$ cat src/rtl/pipeline_exec_ctrl.sv
// Run/step/halt sequencer for the 5-stage pipeline: gates PC and pipeline
// register enables, drains the pipe after HALT and counts enabled cycles.
module pipeline_exec_ctrl #(
  parameter int DRAIN_CYCLES = 3,
  parameter int CNT_SZ       = 32
) (
  input  logic              i_clk,
  input  logic              i_reset,
  input  logic              i_clear,
  input  logic              i_start,
  input  logic              i_step,
  input  logic              i_halt_D,
  input  logic              i_stall_D,
  output logic              o_pc_en,
  output logic              o_pipe_en,
  output logic              o_flush_IF_ID,
  output logic              o_busy,
  output logic              o_done,
  output logic [2:0]        o_state,
  output logic [CNT_SZ-1:0] o_cycle_cnt
);

  typedef enum logic [2:0] {
    IDLE  = 3'd0,
    RUN   = 3'd1,
    STEP  = 3'd2,
    DRAIN = 3'd3,
    DONE  = 3'd4
  } state_e;

  state_e            state_q, state_d;
  logic [3:0]        drain_q, drain_d;
  logic [CNT_SZ-1:0] cnt_q, cnt_d;
  logic              halt_acc;

  // A stalled HALT is not taken; it is retried while still decoded in ID.
  assign halt_acc = i_halt_D & ~i_stall_D;

  always_ff @(posedge i_clk or posedge i_reset) begin
    if (i_reset) begin
      state_q <= IDLE;
      drain_q <= '0;
      cnt_q   <= '0;
    end else begin
      state_q <= state_d;
      drain_q <= drain_d;
      cnt_q   <= cnt_d;
    end
  end

  // Moore outputs decoded from the registered state
  always_comb begin
    o_pc_en       = 1'b0;
    o_pipe_en     = 1'b0;
    o_flush_IF_ID = 1'b0;
    o_busy        = 1'b0;
    o_done        = 1'b0;
    case (state_q)
      RUN, STEP: begin
        o_pc_en   = 1'b1;
        o_pipe_en = 1'b1;
        o_busy    = 1'b1;
      end
      DRAIN: begin
        o_pipe_en     = 1'b1;
        o_flush_IF_ID = 1'b1;
        o_busy        = 1'b1;
      end
      DONE:    o_done = 1'b1;
      default: ;
    endcase
  end

  always_comb begin
    state_d = state_q;
    drain_d = drain_q;
    cnt_d   = cnt_q;
    if (o_pipe_en && cnt_q != {CNT_SZ{1'b1}})
      cnt_d = cnt_q + 1'b1;
    case (state_q)
      IDLE: begin
        if (i_start)     state_d = RUN;
        else if (i_step) state_d = STEP;
      end
      RUN: begin
        if (halt_acc) begin
          state_d = DRAIN;
          drain_d = 4'(DRAIN_CYCLES);
        end
      end
      STEP: begin
        if (halt_acc) begin
          state_d = DRAIN;
          drain_d = 4'(DRAIN_CYCLES);
        end else begin
          state_d = IDLE;
        end
      end
      DRAIN: begin
        drain_d = drain_q - 4'd1;
        // the <= guard keeps a corrupted zero count from sticking in DRAIN
        if (drain_q <= 4'd1) begin
          state_d = DONE;
          drain_d = '0;
        end
      end
      DONE:    ;
      default: state_d = IDLE;
    endcase
    if (i_clear) begin
      state_d = IDLE;
      drain_d = '0;
      cnt_d   = '0;
    end
  end

  assign o_state     = state_q;
  assign o_cycle_cnt = cnt_q;

endmodule

$ cat config.mk
export PLATFORM = sky130hd
export DESIGN_NAME = pipeline_exec_ctrl
export DESIGN_NICKNAME = d
export VERILOG_FILES = /design/src/rtl/pipeline_exec_ctrl.sv
export SDC_FILE = /design/constraint.sdc
export NUM_CORES = 1
export LEC_CHECK = 0
export BUFFER_PORTS_ARGS = -buffer_cell sky130_fd_sc_hd__buf_2
export CORE_MARGIN = 1.5
export CORE_UTILIZATION = 58
export CTS_CLUSTER_SIZE = 30
export DETAILED_ROUTE_END_ITERATION = 16
export PLACE_DENSITY = 0.84
export SLEW_MARGIN = 20
export SYNTH_ARGS = -nofsm -noshare
export SYNTH_HDL_FRONTEND = slang
export SYNTH_SLANG_ARGS = --single-unit
$ cat constraint.sdc
create_clock -name i_clk -period 3.6 [get_ports i_clk]
set_input_delay 0.9 -clock i_clk [delete_from_list [all_inputs] [get_ports i_clk]]
set_output_delay 0.9 -clock i_clk [all_outputs]
set_load 0.005 [all_outputs]
==> results of run 1 <==
[sequential cells by signal (all words and copies together), names as in the netlist]
register and flops:
o_state 3, drain_q 4, o_cycle_cnt 32
[critical path, cell delays in order (launching register included)]
cell	delay, ps
dfrtp_1	430
ha_1	240
nand4_1	140
or4_1	600
o31ai_4	500
buf_4	300
mux2i_1	210
nor2_1	60
[routing by layer]
layer  share of wire [%]  GRT usage [%]  vias to the layer above  wire length, um
met5                   0              0                        -                0
met1                  45           33.3                      978             2210
met4                0.39           6.65                        0               19
li1                    -              -                     1003                -
met2                  49           43.2                       52             2400
met3                 5.3           6.08                        4              259
[cell families (layout without fill, tap and decap cells)]
logic type                 after synthesis  in the layout
buffers and inverters                   22             65
DFF                                     39             39
AOI/OAI and AO/OA                       76             76
adders and majority gates                4              4
muxes                                    1              1
xor gates and xnor gates                 5              5
and+or+nand+nor                         96             96
[power breakdown]
part / leakage (nW) / switching, W / internal, W / total [W]
clock network: 0.0371 / 0.000137 / 0.000129 / 0.000266
logic: 0.481 / 0.0000865 / 0.0000499 / 0.000136
registers: 0.538 / 0.0000230 / 0.000452 / 0.000475
total: 1.06 / 0.000246 / 0.000631 / 0.000877
[layout make-up]
cell class,count,area share [%]
multi-input combinational,182,44.3
inverter,11,1.65
clock buffer,6,2.90
sequential,39,38.9
timing repair buffer,48,9.79
tap,48,2.40
[cell usage after synthesis, types with 2 or more instances]
master    count
a21oi_1      29
buf_4         2
clkbuf_1      5
dfrtp_1      39
ha_1          3
inv_1        11
nand2_1      16
nand2b_1      2
nand3_1      12
nand4_1       8
nor2_1       12
nor3_1        5
nor4_1        4
o211ai_1      2
o21ai_0      22
o311ai_0      4
o31ai_1      10
o41ai_1       2
or3_1        16
or4_1        12
xnor2_1       2
xor2_1        3
[through the flow]
stage	hold slack, ps	utilization, %	setup slack [ps]	total power (W)	std cells
finish	501	68.5	969	0.000877	334
global placement	491	66.5	1100	0.000614	328
detailed placement	495	66.5	971	0.000621	328
CTS	506	68.5	955	0.000886	334
global route	555	68.5	787	0.000924	334
floorplan	469	-	1420	0.000592	243
[final timing paths]
| check | from | cells past startpoint | endpoint | slack (ps) |
|---|---|---|---|---|
| worst max-delay path | o_cycle_cnt[0] | 7 | o_cycle_cnt[1] | 970 |
| worst min-delay path | drain_q[3] | 1 | drain_q[3] | 500 |
| worst max register to register | o_cycle_cnt[0] | 7 | o_cycle_cnt[1] | 970 |
| worst min register to register | drain_q[3] | 1 | drain_q[3] | 500 |
| max in group asynchronous | i_reset | 3 | o_cycle_cnt[6] | 2530 |
| min in group asynchronous | i_reset | 3 | o_cycle_cnt[30] | 720 |
==> impl_results.md, run 1 <==
* Clock buffer depth at 2
* Synth Area in XOR/XNOR at between 1.5 and 2%
* Synth Area in Compound Gates at a little over a fifth
* Commonest non-fill, non-tap cells in the layout: 46 x buf_2, 39 x dfrtp_1, 29 x a21oi_1
* Commonest non-fill, non-tap cell in the layout: buf_2
* Wirelength per Cell at 14.6 um
* Final Slew Violations at 0
* H-tree Lvls at 2
* Simple-gate share of the synthesized area at 24.7%
* Worst-Skew Late Latency at approximately 280 ps
* Synth area leaders: dfrtp_1 44%, a21oi_1 6.6%, o21ai_0 5.0%
* # fillers at about 310
* Die width at roughly 65 um
* Starting Density at between 60 and 70%
* Antenna violations before repair at 0
* Root buf cell: clkbuf_8
* Vias per std cell at between 6 and 7
* IR drop worst, VDD at 239 uV
* Netlist area before placement at 2200 um2
* Dpl cell area at roughly 2400 um2
* I/O Buffers at 46
* Chip height at 64.6 um
* Mux share of post-synthesis cell area at 0.455%
* Post-Synth Adder-Cell Area at 2.16%
* CP max FO at 18
* Number of global-route vias before repair at 1906
* Postcts setup bufs at 0
* Drt total wl at around 5000 um
* Leakage at 1.06 nW
* Area Overhead vs Synth at 13.8%
* Total Nets Final at 297
* Post-synth top area share at between 40% and 50%
* Multi-input gate area in the final layout at between 1000 and 1500 um2
* Arrival @ worst endpoint at around 2800 ps
* Post-synthesis register bit count at 39
* Register clock-pin slew on the reported worst setup and hold paths at ~70 ps
* Register area share after synthesis at around 44%
* TritonRoute pass-1 iters at 4
* Status: finished, final reports clean
* CTS tree: done
* Post-Syn Nets at between 200 and 300
* Final ANT Viol Nets at 0
* Critical Path Start Type: register
* Worst Setup End Kind: register
* Routability cong. at approximately 0.8
* Syn Area/Cell at around 9.1 um2
* Main combinational cell family by area after synthesis: simple AND/OR/NAND/NOR gates
* Async S/R FF share, synth at 100%
* Worst setup path category: register to register
* Design area at between 2000 and 3000 um2
* Via count at between 2000 and 2500
* GRT overflow at 0
* Post-Syn Instances at about 240
* Max_cap viols at 0
* RSZ-0062 raised after global routing: no
* Worst Max-Slew Pin Slew at between 800 and 900 ps
* Total CTS buffers at 5
* Setup TNS at 0 ps
* Core ar. at 3660 um2
* Post-synth top area cell: dfrtp_1
* Row count at 22
* Detailed Place HPWL at between 3000 and 4000 um
* Clock Skews at 5.39 ps
* Synth Warn # at 0
* Minimum clock period at 2630 ps
* Drc violations at 0
* Power density over the cells at ~350 nW/um2
* Post-CTS Hold Fix Bufs at 0
* Final hold viol count at 0
* Drt initial violations at around 160
* Largest net degree at the start of global routing at 40
* Hold WC Path Type: register to register
* Max_slew headroom at 41.1%
* Sink Count at 39
* Fin crit share at between 70% and 80%
* FF/Latch Area at 976 um2
* Netlist cell types at 44
* Final setup fails at 0
* First-pass GRT wire length at around 8500 um
* Die area at 4180 um2
* Post-synth EDFFs at 0
* Share of cells above drive strength 1 at about a fifth
* Peak Freq at roughly 0.38 GHz
* CP required at ~3700 ps
* Tot GR Track Use at about a quarter
* IO Pins at 47
* Ant. Diodes at 0
* Primary FF master, synth: dfrtp_1
* CTS resizes at 0
(Power assumes the default switching activity.)
==> run 2: changes to the inputs <==
- ABC_AREA: unset -> 1
- CORE_UTILIZATION: 58 -> 51
- PLACE_DENSITY: 0.84 -> 0.76
- clock period: 3.6 -> 2.3 ns (I/O delays scaled with it)
==> impl_results.md, run 2 <==
* Status: finished, final reports clean
* Max_cap viols at 0
* Synth area leaders: dfrtp_1 36%, nand2_1 20%, nand3_1 7.1%
* Netlist area before placement at 2750 um2
* Setup TNS at 0 ps
* Post-CTS Hold Fix Bufs at 0
* Largest net degree at the start of global routing at 40
* Synth Warn # at 0
* Post-Syn Nets at 412
* Die width at 76.4 um
* Crit path top cell by count: inv_1
* Most frequent cells after synthesis: 148 x nand2_1, 49 x nor2_1, 39 x dfrtp_1, 39 x nand3_1, 30 x inv_1
* Final Slew Violations at 0
* Clock buffer depth at 2
* Register area share after synthesis at ~36%
* Total CTS buffers at 5
* Most frequent cell after synthesis: nand2_1
* Core ar. at ~5100 um2
* Die area at 5830 um2
* Max reg flops at 32
* Row count at 26
* Drt initial violations at around 210
* Clock Skews at between 5 and 6 ps
* Routability cong. at between 0.9 and 1
* Worst Setup End Kind: output port
* Max_slew headroom at between 60 and 70%
* Worst path slowest cell: dfrtp_1
* Detailed Place HPWL at around 4900 um
* Tot GR Track Use at between 20% and 30%
* Drc violations at 0
* Worst-Skew Late Latency at 300 ps
* Peak Freq at 0.514 GHz
* Primary FF master, synth: dfrtp_1
* Final hold viol count at 0
* Register clock-pin slew on the reported worst setup and hold paths at 80 ps
* Post-synthesis register bit count at 39
* Commonest non-fill, non-tap cells in the layout: 148 x nand2_1, 49 x nor2_1, 46 x buf_2
* Area Overhead vs Synth at 13.4%
* CP max FO at 7
* Final setup fails at 0
* Leakage at ~1.6 nW
* CTS resizes at 0
* Total Nets Final at between 400 and 500
* Sink Count at 39
* Hold WC Path Type: input port to asynchronous set/reset pin
* Antenna violations before repair at 0
* Number of global-route vias before repair at about 2500
* R2R cell count at 10
* CP required at 1730 ps
* Chip height at around 76 um
* RSZ-0062 raised after global routing: no
* Starting Density at a little over half
* Commonest non-fill, non-tap cell in the layout: nand2_1
* Vias per std cell at 5.17
* Root buf cell: clkbuf_8
* Drt total wl at 6560 um
* First-pass GRT wire length at 11500 um
* Post-Syn Instances at around 400
* Fin crit share at around 85%
* Crit-path max cell delay at between 400 and 500 ps
* H-tree Lvls at 2
* Worst Max-Slew Pin Slew at approximately 560 ps
* Power density over the cells at 663 nW/um2
* Minimum clock period at about 1900 ps
* Via count at roughly 2700
* CTS tree: done
* Wirelength per Cell at roughly 13 um
* I/O Buffers at between 40 and 50
* Async S/R FF share, synth at 100%
* IR drop worst, VDD at 478 uV
* Tot Pwr at 0.00206 W
* Worst setup path category: register to output port
* Final ANT Viol Nets at 0
* Syn Area/Cell at ~6.8 um2
* Arrival @ worst endpoint at 1370 ps
* Critical Path Start Type: register
* Share of cells above drive strength 1 at between 10% and 20%
* Post-synth top area cell: dfrtp_1
* Crit-path cells: inv_1, nand2_1, inv_1, buf_2
* Postcts setup bufs at 0
* Post-synth top area share at 35.6%
* TritonRoute pass-1 iters at 4
* IO Pins at 47
* Ant. Diodes at 0
* Post-synth EDFFs at 0
* Netlist cell types at 31
* GRT overflow at 0
run 2: cell count changes after synthesis, moves of 10 or more:
cell	change
or3_1	-16
o21ai_1	+10
o31ai_1	-10
o21ai_0	-14
nor2_1	+37
nand2_1	+132
or4_1	-12
a21oi_1	-27
nand3_1	+27
nand3b_1	+14
inv_1	+19
run 2: cell type report:
| cell class | count | area, um2 |
|---|---|---|
| tap | 70 | 87.6 |
| fill | 533 | 2030 |
| multi-input combinational | 319 | 1560 |
| timing repair buffer | 48 | 245 |
| inverter | 33 | 124 |
| clock inverter | 2 | 35.0 |
| clock buffer | 6 | 82.6 |
| sequential | 39 | 976 |
run 2: critical path, delay by kind of cell, from the launching register on:
kind	cells	cell delay, ps
buffers and inverters	3	560
DFF	1	410
and+or+nand+nor	1	110
run 2: per-stage QoR:
stage	util [%]	area (um2)	instances	setup slack [ps]	hold slack, ps
floorplan	-	2750	402	708	491
global placement	58.3	2990	509	456	511
detailed placement	58.3	2990	509	391	518
CTS	60.5	3110	517	346	406
global route	60.5	3110	517	189	455
finish	60.5	3110	517	354	370
run 2: where the power goes:
group	total [W]	switching, W	internal [W]
Combinational	0.000664	0.000468	0.000196
Sequential	0.000792	0.0000536	0.000738
Clock	0.000606	0.000255	0.000351
run 2: final timing paths:
kind / from / end / slack (ps)
worst min register to register: drain_q[3] / drain_q[3] / 540
worst max register to register: o_cycle_cnt[0] / o_cycle_cnt[2] / 360
max in group asynchronous: i_reset / o_cycle_cnt[18] / 1570
worst max-delay path: o_state[2] / o_pipe_en / 350
worst min-delay path: i_reset / o_cycle_cnt[21] / 370
min in group i_clk: drain_q[3] / drain_q[3] / 540
run 2: cell families after synthesis:
kind of cell	share of synthesized area, %
adders and majority gates	1.37
buffers and inverters	7.57
xor gates and xnor gates	4.47
DFF	35.6
and+or+nand+nor	45.9
AOI/OAI and AO/OA	5.15
run 2: routing by layer:
metal  global-route usage (%)  up-vias  share of wire, %
met4                     8.15        0               1.3
met1                     31.2     1237                44
met2                     41.9       64                50
li1                         -     1367                 -
met5                        0        -                 0
met3                     3.83        7               4.9
==> run 3: changes to the inputs <==
- CORE_UTILIZATION: 51 -> 57
- PLACE_DENSITY: 0.76 -> 0.81
- clock period: 2.3 -> 2 ns (I/O delays scaled with it)
==> impl_results.md, run 3 (synthesis gave the netlist of run 2 again) <==
* Status: finished, final reports clean
* CTS tree: done
* Hold WC Path Type: input port to asynchronous set/reset pin
* Fin crit share at between 90% and 100%
* Antenna violations before repair at 0
* Fin cells at around 510
* Vias per std cell at between 5 and 6
* NetSw at a little over 0.0009 W
* Detailed Place HPWL at ~5000 um
* Largest net degree at the start of global routing at 40
* Tot Pwr at 0.00238 W
* TritonRoute pass-1 iters at 4
* H-tree Lvls at 2
* CP max FO at 7
* Power density over the cells at ~760 nW/um2
* Worst Setup End Kind: output port
* Max reg flops at 32
* Logic gate share of total power at 36.7%
* Reg2reg end: o_cycle_cnt[28]
* Setup ws final at around 190 ps
* Postcts setup bufs at 0
* Max_cap viols at 0
* Routability cong. at 0.858
* Drc violations at 0
* Number of global-route vias before repair at around 2700
* Final hold viol count at 0
* Setup TNS at 0 ps
* Sw frac at 38.3%
* Internal at approximately 0.0015 W
* Register clock-pin slew on the reported worst setup and hold paths at ~70 ps
* R2R Setup Slk at roughly 220 ps
* Dpl cells at 500
* Max_slew headroom at 67.0%
* Starting Density at 58.5%
* Final ANT Viol Nets at 0
* Peak Freq at between 0.5 and 0.6 GHz
* Final Slew Violations at 0
* Wirelength per Cell at about 13 um
* Commonest non-fill, non-tap cells in the layout: 148 x nand2_1, 49 x nor2_1, 46 x buf_2
* Tot GR Track Use at between 20% and 30%
* Share of cells above drive strength 1 at ~19%
* # fillers at between 400 and 500
* R2R cell count at 10
* Core ar. at ~4700 um2
* Via count at approximately 2800
* IO Pins at 47
* Die width at about 72 um
* Clock Skews at about 11 ps
* Ant. Diodes at 0
* Minimum clock period at 1810 ps
* Pre-CTS WS at approximately 210 ps
* Root buf cell: clkbuf_8
* RR Startpoint: o_cycle_cnt[0]
* Drt total wl at 6610 um
* Row count at 25
* Area Overhead vs Synth at 14.2%
* I/O Buffers at 46
* Total CTS buffers at 5
* IR drop worst, VDD at a little over 600 uV
* Flop pwr share at approximately two fifths
* Total Nets Final at 463
* GRT overflow at 0
* Sink Count at 39
* Worst setup path category: register to output port
* Arrival @ worst endpoint at around 1300 ps
* Final setup fails at 0
* Drt initial violations at 190
* Design area at between 3000 and 4000 um2
* Clock Power Share at roughly 25%
* Commonest non-fill, non-tap cell in the layout: nand2_1
* Worst-Skew Late Latency at approximately 300 ps
* Leakage at roughly 1.6 nW
* Critical Path Start Type: register
* CTS resizes at 0
* RSZ-0062 raised after global routing: no
* Post-CTS Hold Fix Bufs at 0
* Worst Max-Slew Pin Slew at a little under 500 ps
* Clock buffer depth at 2
* CP required at roughly 1500 ps
* First-pass GRT wire length at between 10000 and 15000 um
* Die area at 5240 um2
* Dpl cell area at just over 3000 um2
* Chip height at ~72 um
-- run 3: final cells by class --
type | count | area [um2] | share of cell area (%)
flip-flops and latches | 39 | 976 | 31.1
clock buffers | 8 | 100 | 3.19
repair buffers | 55 | 298 | 9.50
multi-input cells | 319 | 1570 | 50.1
inverters | 33 | 124 | 3.95
well taps | 54 | 67.6 | 2.15
-- run 3: metal layers --
metal,GRT usage [%],part of all wire [%],routed length (um),vias to the layer above
met5,0,0,0,-
met4,13.0,2.8,182,0
met3,5.00,6.2,412,17
met2,46.5,48,3180,98
met1,37.0,43,2840,1270
li1,-,-,-,1381
-- run 3: power groups by stage --
stage	clock network [W]	logic (W)	registers, W
5_1_grt	0.000630	0.000996	0.000922
3_3_place_gp	0	0.000827	0.000921
4_1_cts	0.000596	0.000845	0.000910
2_1_floorplan	0	0.000668	0.000920
6_report	0.000594	0.000873	0.000912
3_5_place_dp	0	0.000842	0.000925
-- run 3: how the worst max path moves through the flow --
stage / start / end / slack (ps) / cells after the start
after floorplan: o_cycle_cnt[0] / o_cycle_cnt[22] / 410 / 11
after global routing: o_cycle_cnt[0] / o_cycle_cnt[29] / 9 / 10
after global placement: o_cycle_cnt[0] / o_cycle_cnt[29] / 270 / 10
after CTS: o_state[2] / o_busy / 130 / 4
after detailed placement: o_cycle_cnt[0] / o_cycle_cnt[28] / 210 / 10
final: o_state[2] / o_busy / 190 / 4
-- run 3: critical path, cell delays in order, from the launching register on --
cell	delay [ps]
dfrtp_1	390
inv_1	170
nand2_1	130
inv_2	180
buf_2	150
-- run 3: metrics by stage --
step	hold WS, ps	util (%)
after floorplan	491	-
after CTS	330	66.6
after global routing	360	66.8
after global placement	509	64.5
final	302	66.8
after detailed placement	523	64.5
